File: config.mk
export PLATFORM = sky130hd
export DESIGN_NAME = snake_turn_queue_flat
export DESIGN_NICKNAME = d
export VERILOG_FILES = /design/src/rtl/snake_turn_queue_if.sv /design/src/rtl/snake_turn_queue.sv /design/src/flat_wrapper.sv
export SDC_FILE = /design/constraint.sdc
export NUM_CORES = 1
export LEC_CHECK = 0
export BUFFER_PORTS_ARGS = -buffer_cell sky130_fd_sc_hd__buf_2
export CAP_MARGIN = 20
export CORE_MARGIN = 2
export CORE_UTILIZATION = 55
export DETAILED_ROUTE_END_ITERATION = 7
export GPL_TIMING_DRIVEN = 0
export HOLD_SLACK_MARGIN = 0.12
export PLACE_DENSITY = 0.82
export SLEW_MARGIN = 20
export SYNTH_ARGS = -nofsm -noshare
export SYNTH_HDL_FRONTEND = slang
export SYNTH_SLANG_ARGS = --single-unit
File: constraint.sdc
create_clock -name clock_1hz -period 2.85 [get_ports clock_1hz]
set_input_delay 0.285 -clock clock_1hz [delete_from_list [all_inputs] [get_ports clock_1hz]]
set_output_delay 0.285 -clock clock_1hz [all_outputs]
set_load 0.02 [all_outputs]
File: src/rtl/snake_turn_queue_if.sv
// Purpose: turn-request / heading bus between the input stage and snake_turn_queue.
// Latency: wires only; all timing is owned by the queue.
// Backpressure: none on the bus; the queue signals rejected requests through drop.
interface snake_turn_queue_if;
    logic       turn_valid;
    logic [1:0] turn_dir;
    logic       step_en;
    logic [3:0] direction;
    logic       dir_changed;
    logic       drop;
    logic [3:0] queue_count;
    logic       queue_full;

    // Request source: drives turns and steps, observes heading and queue status.
    modport master (
        output turn_valid,
        output turn_dir,
        output step_en,
        input  direction,
        input  dir_changed,
        input  drop,
        input  queue_count,
        input  queue_full
    );

    // Queue side.
    modport slave (
        input  turn_valid,
        input  turn_dir,
        input  step_en,
        output direction,
        output dir_changed,
        output drop,
        output queue_count,
        output queue_full
    );
endinterface

File: src/rtl/snake_turn_queue.sv
// Purpose: queue of pending snake turns; pops one heading per consumed move (macro SNAKE_RELATIVE_TURN_EN selects relative turns).
// Latency: one cycle from request/step to drop, queue_count, direction and dir_changed.
// Backpressure: none; requests that repeat/reverse the reference heading or hit a full queue without a pop are dropped.
module snake_turn_queue #(
    parameter int DEPTH = 4
) (
    input  logic clock_1hz,
    input  logic reset,
    snake_turn_queue_if.slave tq
);

    localparam int         PW        = (DEPTH > 1) ? $clog2(DEPTH) : 1;
    localparam logic [3:0] DEPTH_CNT = 4'(DEPTH);
    localparam logic [1:0] DIR_RIGHT = 2'b01;

    // Heading storage and pointers; pointers wrap naturally because DEPTH is a power of two.
    logic [1:0]    fifo_mem [DEPTH];
    logic [PW-1:0] rd_ptr;
    logic [PW-1:0] wr_ptr;
    logic [1:0]    cur_dir;
    logic [3:0]    count_q;
    logic          full_q;
    logic [3:0]    direction_q;
    logic          dir_changed_q;
    logic          drop_q;

    // Next-state signals.
    logic          queue_empty;
    logic [PW-1:0] tail_ptr;
    logic [1:0]    ref_dir;
    logic [1:0]    req_dir;
    logic          rejected;
    logic          pop;
    logic          full_block;
    logic          push;
    logic          drop_nxt;
    logic [1:0]    head_dir;
    logic [1:0]    next_dir;
    logic          changed_nxt;
    logic [3:0]    count_nxt;

    function automatic logic [3:0] dir_onehot(input logic [1:0] d);
        logic [3:0] oh;
        oh    = 4'b0000;
        oh[d] = 1'b1;
        return oh;
    endfunction

    // Classify the incoming request against the reference heading and decide push/pop.
    always_comb begin
        queue_empty = (count_q == 4'd0);
        tail_ptr    = wr_ptr - PW'(1);
        head_dir    = fifo_mem[rd_ptr];
        // The newest queued turn is what the next request must be compared to.
        ref_dir     = queue_empty ? cur_dir : fifo_mem[tail_ptr];
`ifdef SNAKE_RELATIVE_TURN_EN
        // Bit 0 picks left (-1) or right (+1) relative to the reference; a relative
        // turn can never repeat or reverse the reference, so nothing is rejected.
        req_dir     = tq.turn_dir[0] ? (ref_dir + 2'd1) : (ref_dir - 2'd1);
        rejected    = 1'b0;
`else
        req_dir     = tq.turn_dir;
        rejected    = (req_dir == ref_dir) || (req_dir == (ref_dir ^ 2'b10));
`endif
        pop         = tq.step_en && !queue_empty;
        // A full queue still accepts when the same edge frees a slot.
        full_block  = full_q && !pop;
        push        = tq.turn_valid && !rejected && !full_block;
        drop_nxt    = tq.turn_valid && (rejected || full_block);
        next_dir    = pop ? head_dir : cur_dir;
        changed_nxt = pop && (head_dir != cur_dir);
        count_nxt   = count_q + {3'b000, push} - {3'b000, pop};
    end

    // Queue storage write; contents need no reset since count gates every read.
    always_ff @(posedge clock_1hz) begin
        if (reset && push) begin
            fifo_mem[wr_ptr] <= req_dir;
        end
    end

    // Pointers, occupancy, heading and status pulses; reset wins over any request or step.
    always_ff @(posedge clock_1hz) begin
        if (!reset) begin
            rd_ptr        <= '0;
            wr_ptr        <= '0;
            count_q       <= 4'd0;
            full_q        <= 1'b0;
            cur_dir       <= DIR_RIGHT;
            direction_q   <= 4'b0010;
            dir_changed_q <= 1'b0;
            drop_q        <= 1'b0;
        end else begin
            if (push) begin
                wr_ptr <= wr_ptr + PW'(1);
            end
            if (pop) begin
                rd_ptr <= rd_ptr + PW'(1);
            end
            count_q       <= count_nxt;
            full_q        <= (count_nxt == DEPTH_CNT);
            cur_dir       <= next_dir;
            direction_q   <= dir_onehot(next_dir);
            dir_changed_q <= changed_nxt;
            drop_q        <= drop_nxt;
        end
    end

    assign tq.direction   = direction_q;
    assign tq.dir_changed = dir_changed_q;
    assign tq.drop        = drop_q;
    assign tq.queue_count = count_q;
    assign tq.queue_full  = full_q;

endmodule
File: src/flat_wrapper.sv
// flat-port wrapper written by rule: the top's interface ports become plain ports
module snake_turn_queue_flat 
#(
    parameter int DEPTH = 4
)
  (clock_1hz, reset, tq_turn_valid, tq_turn_dir, tq_step_en, tq_direction, tq_dir_changed, tq_drop, tq_queue_count, tq_queue_full);
  snake_turn_queue_if tq_i ();
  input  logic clock_1hz;
  input  logic reset;
  input wire logic [$bits(tq_i.turn_valid)-1:0] tq_turn_valid;
  input wire logic [$bits(tq_i.turn_dir)-1:0] tq_turn_dir;
  input wire logic [$bits(tq_i.step_en)-1:0] tq_step_en;
  output wire logic [$bits(tq_i.direction)-1:0] tq_direction;
  output wire logic [$bits(tq_i.dir_changed)-1:0] tq_dir_changed;
  output wire logic [$bits(tq_i.drop)-1:0] tq_drop;
  output wire logic [$bits(tq_i.queue_count)-1:0] tq_queue_count;
  output wire logic [$bits(tq_i.queue_full)-1:0] tq_queue_full;
  assign tq_i.turn_valid = tq_turn_valid;
  assign tq_i.turn_dir = tq_turn_dir;
  assign tq_i.step_en = tq_step_en;
  assign tq_direction = tq_i.direction;
  assign tq_dir_changed = tq_i.dir_changed;
  assign tq_drop = tq_i.drop;
  assign tq_queue_count = tq_i.queue_count;
  assign tq_queue_full = tq_i.queue_full;
  snake_turn_queue #(.DEPTH(DEPTH)) u_core (.clock_1hz(clock_1hz), .reset(reset), .tq(tq_i));
endmodule
==> results by group, run 1 <==
Run status
  – Status: complete, no violations

STA
  – Fin. Hold Viols: 0
  – Fin Clk Skew: ~1.9 ps
  – Final setup violation count: 0
  – Setup TNS: 0 ps
  – Slew @ Worst Pin: ~470 ps
  – Part of the cycle the worst path needs: 94.2%
  – Slew HR: around two thirds
  – RSZ-0062 raised after global routing: no
  – Tmin final: between 2000 and 3000 ps
  – Max Slew Vio Count: 0
  – Final Worst Setup Slack: 166 ps
  – Max frequency: 373 MHz

Critical path
  – R2r startpoint: u_core.wr_ptr[0]$_SDFFE_PN0N_
  – Worst path most repeated cell: ha_1
  – CP delay by family, top: adder cells
  – CP endpoint kind: flop
  – Worst r2r path cells: 10
  – R2r setup slk: between 150 and 200 ps
  – Crit start category: flop
  – Setup Crit Path Kind: reg2reg
  – RR Endpoint: u_core.tq.queue_full$_SDFF_PN0_
  – Crit path largest cell delay: a little over 400 ps
  – Crit-path slowest cell: dfxtp_2
  – CP Cell Sequence: inv_1 -> ha_1 -> mux4_2 -> nand4_1 -> nand3_1 -> ha_1 -> fa_2 -> xnor2_1 -> nor2_1 -> nor4b_2
  – Critical Path Stages: 10
  – CP Data Arrival Time: a little under 3000 ps
  – Critical path peak fanout: 5
  – WP data required: around 3100 ps
  – Buf/Inv on CP: 1

Synthesis
  – Most used DFF post-synth: dfxtp_1
  – Number of flops mapped to enable cells by yosys: 8
  – Synth Area in Simple Gates: 17.5%
  – Synth Area in Adders: between 10% and 20%
  – Syn Area/Cell: ~12 um^2
  – Leading area contributor after synthesis: dfxtp_1
  – Post-synth cell types: 39
  – Main area contributors after synthesis: dfxtp_1 30%, edfxtp_1 19%, ha_1 8.8%
  – Synthesis-stage register bit count: 27
  – Share of the synthesized area in the top cell type: 29.7%
  – Synth warnings: 0
  – Post-Syn Area: about 1300 um^2
  – Compound-cell area share of the yosys netlist: under 10%
  – Register area share after synthesis: just under 50%
  – Post-synthesis mux area share: about a tenth
  – Post-synthesis xor/xnor area fraction: approximately 4.8%
  – Syn nets: about 130
  – FFs w/ async S/R, synth: 0%
  – Syn Inst Count: 110
  – Main combinational cell family by area after synthesis: simple AND/OR/NAND/NOR gates

Layout
  – Design area: approximately 1400 um^2
  – Multi-input gate area: about 620 um^2
  – Post-layout util: between 60% and 70%
  – Number of filler cells placed in the layout: between 150 and 200
  – Antenna Cells: 0
  – Area Growth Syn to Fin: 12.2%
  – Fin nets: about 150
  – Register area: between 600 and 700 um^2
  – Layout cells sized above 1: a little under a quarter

Flow run
  – Max-cap viol count: 0

Die
  – Initial core utilization: between 50% and 60%
  – Ports: 17
  – # rows: 17
  – Die area: 2730 um^2
  – Core area: ~2200 um^2
  – Die Wd: around 52 um
  – Die Ht: roughly 52 um

Drt
  – Drt pass-1 iters: 4
  – Routed WL: ~2300 um
  – WL/cell: 14.8 um
  – DRC: 0
  – Via Count: between 800 and 900
  – Vias per cell: ~5.4
  – DRT antenna net count: 0
  – DR iter-0 viols: 12

Worst hold path
  – Worst Hold End: u_core.fifo_mem[1][1]$_DFFE_PP_
  – Worst min-delay path category: in2reg
  – Hold Crit Start: tq_turn_dir[1]
  – WHS Path Cells: 1

Placed design
  – Port Buf Inserts: 15
  – Gpl congestion: just over 0.8
  – DP Area: approximately 1400 um^2
  – Detail Placement HPWL: roughly 1800 um
  – Setup WS pre-CTS: around 13 ps

Clock network
  – H-tree levels: 1
  – Root buf cell: clkbuf_4
  – Clk sinks: 27
  – Clock Latency Late Sink: ~330 ps
  – CTS tree: yes
  – Post-CTS Hold Fix Bufs: 0
  – Deepest clock path buffer count: 2
  – Postcts setup bufs: 0
  – Total CTS buffers: 3
  – Clk slew on worst S/H paths: approximately 140 ps

Power
  – Leak: between 0.6 and 0.7 nW
  – Final Power: ~1.5 mW
  – Cell area power density: approximately 1000 nW/um^2
  – Maximum vdd ir drop: roughly 0.0009 V

Global route
  – First-pass GRT wire length: around 3900 um
  – Largest net degree at the start of global routing: 15
  – Total global-route track usage: about a fifth
  – Grt ovf: 0
  – Antenna violations before repair: 0
  – Number of global-route vias before repair: 866
[worst register-to-register path, delay by kind of cell, from the launching register on]
kind	cells	cell delay, ps
buffers and inverters	1	100
XOR/XNOR	1	130
AND/OR/NAND/NOR	4	650
adder cells (fa/ha/maj)	3	980
flip-flops	1	410
multiplexers	1	340
[layout make-up]
type | count | area share [%]
Timing Repair Buffer | 15 | 5.23
Multi-Input combinational cell | 70 | 43.5
Buffer | 2 | 0.785
Tap cell | 28 | 2.44
Sequential cell | 27 | 43.3
Clock buffer | 4 | 1.83
Inverter | 11 | 2.88
[worst max path at each step]
stage,from,to,slack (ps)
after floorplan,u_core.tq.queue_count[2]$_SDFF_PN0_,u_core.tq.queue_full$_SDFF_PN0_,180
after global placement,u_core.tq.queue_count[2]$_SDFF_PN0_,u_core.tq.queue_full$_SDFF_PN0_,110
after detailed placement,u_core.tq.queue_count[2]$_SDFF_PN0_,u_core.tq.queue_full$_SDFF_PN0_,10
after CTS,u_core.wr_ptr[0]$_SDFFE_PN0N_,u_core.tq.queue_full$_SDFF_PN0_,20
after global routing,u_core.wr_ptr[0]$_SDFFE_PN0N_,u_core.tq.queue_full$_SDFF_PN0_,40
final,u_core.wr_ptr[0]$_SDFFE_PN0N_,u_core.tq.queue_full$_SDFF_PN0_,170
[sequential cells by signal, indices dropped and copies added (netlist names), named ones only]
name / cells
u_core.fifo_mem: 8
u_core.rd_ptr: 2
u_core.cur_dir: 2
u_core.wr_ptr: 2
u_core.tq.direction: 4
u_core.tq.queue_count: 4
u_core.tq.queue_full: 1
u_core.tq.drop: 1
u_core.tq.dir_changed: 1
[per-stage QoR]
stage | cells | hold slack [ps]
after CTS | 157 | 165
after global placement | 153 | 483
after floorplan | 110 | 384
after detailed placement | 153 | 516
final | 157 | 173
after global routing | 157 | 158
[power by group]
| group | internal, mW | switching [mW] |
|---|---|---|
| registers | 0.497 | 0.0697 |
| logic | 0.333 | 0.393 |
| clock network | 0.0550 | 0.113 |
[cells by family after synthesis]
group,after synthesis
xor gates and xnor gates,7
adders and majority gates,10
DFF,27
and+or+nand+nor,37
muxes,8
buffers and inverters,13
AOI/OAI and AO/OA,8
[placed cells by master, fill, tap and decap left out, types with 3 or more instances in the layout]
cell      synthesis  layout
ha_1              9       9
nor2_1            5       5
inv_1            10      10
buf_2             1      15
dfxtp_1          19      18
xor2_1            3       3
edfxtp_1          8       8
nand2_1           7       6
and2_1            7       7
nand3_1           3       3
xnor2_1           4       4
mux2i_1           4       4
clkbuf_4          0       3
[layer usage]
| metal | wire (um) | global-route usage (%) |
|---|---|---|
| met3 | 90 | 3.43 |
| met1 | 992 | 25.5 |
| met4 | 65 | 11.5 |
| met5 | 0 | 0 |
| met2 | 1180 | 33.1 |
[Yosys cell counts (all sizes together) (2+ instances only)]
master / count
and2: 7
nand2: 7
dfxtp: 19
xor2: 3
inv: 10
edfxtp: 8
mux4: 3
mux2i: 5
nor2b: 2
nand3b: 2
ha: 9
nor2: 6
a21oi: 2
xnor2: 4
a211o: 2
nand3: 3
and3: 2
[repair_timing]
action	CTS	global route
pin swaps	0	1
resized for setup	1	6
setup endpoints to repair	1	1
(Power assumes the default switching activity.)
==> run 2, diff against run 1 <==
- MAX_ROUTING_LAYER: default -> met4
- TNS_END_PERCENT: default -> 20
==> run 2 against run 1 <==
Effect of this change:
- non-clock buffer count is the same
- sequential share of layout area is the same
- register-to-register slack about the same
- global-route usage rose by 0.53 points
- total power barely moved
- clock skew about the same
- worst hold slack barely moved
- count of clock-buffer cells in the layout is the same
- sequential power is essentially flat
- utilization unchanged
- final cell count stayed put
- critical path type unchanged
- critical endpoint unchanged
- largest cell class unchanged
==> results by group, run 2 (same netlist as run 1, synthesis figures left out) <==
STA
  – Max frequency: about 370 MHz
  – Slew @ Worst Pin: about 470 ps
  – Tmin final: 2680 ps
  – RSZ-0062 raised after global routing: no
  – Part of the cycle the worst path needs: between 90% and 100%
  – Final Worst Setup Slack: between 150 and 200 ps
  – Setup TNS: 0 ps
  – Fin. Hold Viols: 0
  – Slew HR: 67.5%
  – Final setup violation count: 0
  – Max Slew Vio Count: 0
  – Fin Clk Skew: 1.88 ps

Die
  – Core area: around 2200 um^2
  – # rows: 17
  – Die Ht: 52.2 um
  – Die area: ~2700 um^2
  – Ports: 17
  – Initial core utilization: between 50 and 60%
  – Die Wd: between 50 and 60 um

Layout
  – Max reg flops: 8
  – Fin nets: between 100 and 150
  – Largest reg by FF count: u_core.fifo_mem
  – Area Growth Syn to Fin: 12.2%
  – Antenna Cells: 0
  – Layout cells sized above 1: roughly a quarter
  – Most frequent cells in the layout: 18 x dfxtp_1, 15 x buf_2, 10 x inv_1
  – Commonest non-fill, non-tap cell in the layout: dfxtp_1

Critical path
  – RR Endpoint: u_core.tq.queue_full$_SDFF_PN0_
  – Worst r2r path cells: 10
  – CP endpoint kind: flop
  – Worst path most repeated cell: ha_1
  – Crit-path slowest cell: dfxtp_2
  – Critical path peak fanout: 5
  – Crit path largest cell delay: 410 ps
  – Setup Crit Path Kind: reg2reg
  – Buf/Inv on CP: 1
  – Setup crit start: u_core.wr_ptr[0]$_SDFFE_PN0N_
  – Crit start category: flop
  – CP delay by family, top: adder cells
  – WP data required: roughly 3100 ps
  – CP Cell Sequence: inv_1 -> ha_1 -> mux4_2 -> nand4_1 -> nand3_1 -> ha_1 -> fa_2 -> xnor2_1 -> nor2_1 -> nor4b_2
  – R2r setup slk: 170 ps
  – R2r startpoint: u_core.wr_ptr[0]$_SDFFE_PN0N_
  – CP Data Arrival Time: about 2900 ps

Placed design
  – Gpl congestion: ~0.84
  – Setup WS pre-CTS: about 13 ps
  – Detail Placement HPWL: between 1500 and 2000 um
  – Port Buf Inserts: 15

Power
  – Switching part of the total: 39.4%
  – Cell area power density: a little over 1000 nW/um^2
  – Psw: ~0.57 mW
  – Clock power share: 11.5%
  – Share of power burned in registers: just under 40%
  – Proportion of power drawn by combinational gates: ~50%
  – Leak: approximately 0.6 nW
  – Internal power: 0.885 mW
  – Maximum vdd ir drop: 0.000927 V

Worst hold path
  – Hold Crit Start: tq_turn_dir[1]
  – Worst Hold End: u_core.fifo_mem[1][1]$_DFFE_PP_
  – Worst min-delay path category: in2reg
  – WHS Path Cells: 1

Drt
  – Routed WL: approximately 2300 um
  – DRC: 0
  – Vias per cell: between 5 and 6
  – Via Count: between 800 and 900
  – DRT antenna net count: 0
  – DR iter-0 viols: 12
  – Drt pass-1 iters: 4
  – WL/cell: ~15 um

Global route
  – Total global-route track usage: between 20% and 30%
  – Number of global-route vias before repair: between 800 and 900
  – Grt ovf: 0
  – Antenna violations before repair: 0
  – Largest net degree at the start of global routing: 15
  – First-pass GRT wire length: approximately 4000 um

Clock network
  – Postcts setup bufs: 0
  – Total CTS buffers: 3
  – CTS tree: yes
  – Clk slew on worst S/H paths: 140 ps
  – Clk sinks: 27
  – Root buf cell: clkbuf_4
  – Clock Latency Late Sink: roughly 330 ps
  – Deepest clock path buffer count: 2
  – H-tree levels: 1

Run status
  – Status: complete, no violations

Flow run
  – Max-cap viol count: 0
==> run 2: cell counts in the layout (fill, tap and decap cells not counted) <==
No cell type changed its count.
==> run 2: worst max-delay path by stage <==
stage	end	slack, ps	cells past startpoint
2_1_floorplan	u_core.tq.queue_full$_SDFF_PN0_	180	13
3_3_place_gp	u_core.tq.queue_full$_SDFF_PN0_	110	13
3_5_place_dp	u_core.tq.queue_full$_SDFF_PN0_	10	13
4_1_cts	u_core.tq.queue_full$_SDFF_PN0_	20	10
5_1_grt	u_core.tq.queue_full$_SDFF_PN0_	40	10
6_report	u_core.tq.queue_full$_SDFF_PN0_	170	10
==> run 2: power by group through the flow <==
| stage | combinational [mW] | clock, mW | sequential [mW] |
|---|---|---|---|
| 2_1_floorplan | 0.458 | 0 | 0.625 |
| 3_3_place_gp | 0.651 | 0 | 0.569 |
| 3_5_place_dp | 0.689 | 0 | 0.575 |
| 4_1_cts | 0.696 | 0.170 | 0.566 |
| 5_1_grt | 0.804 | 0.186 | 0.583 |
| 6_report | 0.726 | 0.168 | 0.566 |
==> run 2: final cells by class <==
| class | instances | area [um^2] |
|---|---|---|
| buffer | 2 | 11.3 |
| clock buffer | 4 | 26.3 |
| fill | 184 | 777 |
| inverter | 11 | 41.3 |
| multi-input combinational | 70 | 624 |
| sequential | 27 | 622 |
| tap | 28 | 35.0 |
| timing repair buffer | 15 | 75.1 |
==> run 2: per-stage QoR <==
stage	instances	total power, mW	utilization, %	hold WS (ps)	instance area, um^2
final	157	1.46	64.9	173	1440
after global routing	157	1.57	64.9	158	1440
after CTS	157	1.43	64.1	165	1420
after detailed placement	153	1.26	62.8	516	1390
after global placement	153	1.22	62.8	483	1390
after floorplan	110	1.08	-	384	1280
==> run 2: worst register-to-register path, stage by stage, from the launching register on <==
cell	delay, ps
dfxtp_2	410
inv_1	100
ha_1	330
mux4_2	340
nand4_1	120
nand3_1	190
ha_1	300
fa_2	350
xnor2_1	130
nor2_1	140
nor4b_2	200
==> run 2: per-layer routing <==
layer | track usage (%) | up-vias | wire length [um]
met1 | 25.5 | 400 | 993
met2 | 33.1 | 20 | 1180
met4 | 11.5 | 0 | 65
li1 | - | 418 | -
met5 | - | - | 0
met3 | 3.43 | 8 | 90
==> run 2: what timing repair did <==
action	in CTS	in global routing
gates resized for setup	1	6
setup endpoints to repair	1	1
pin swaps	0	1
hold buffers	0	0
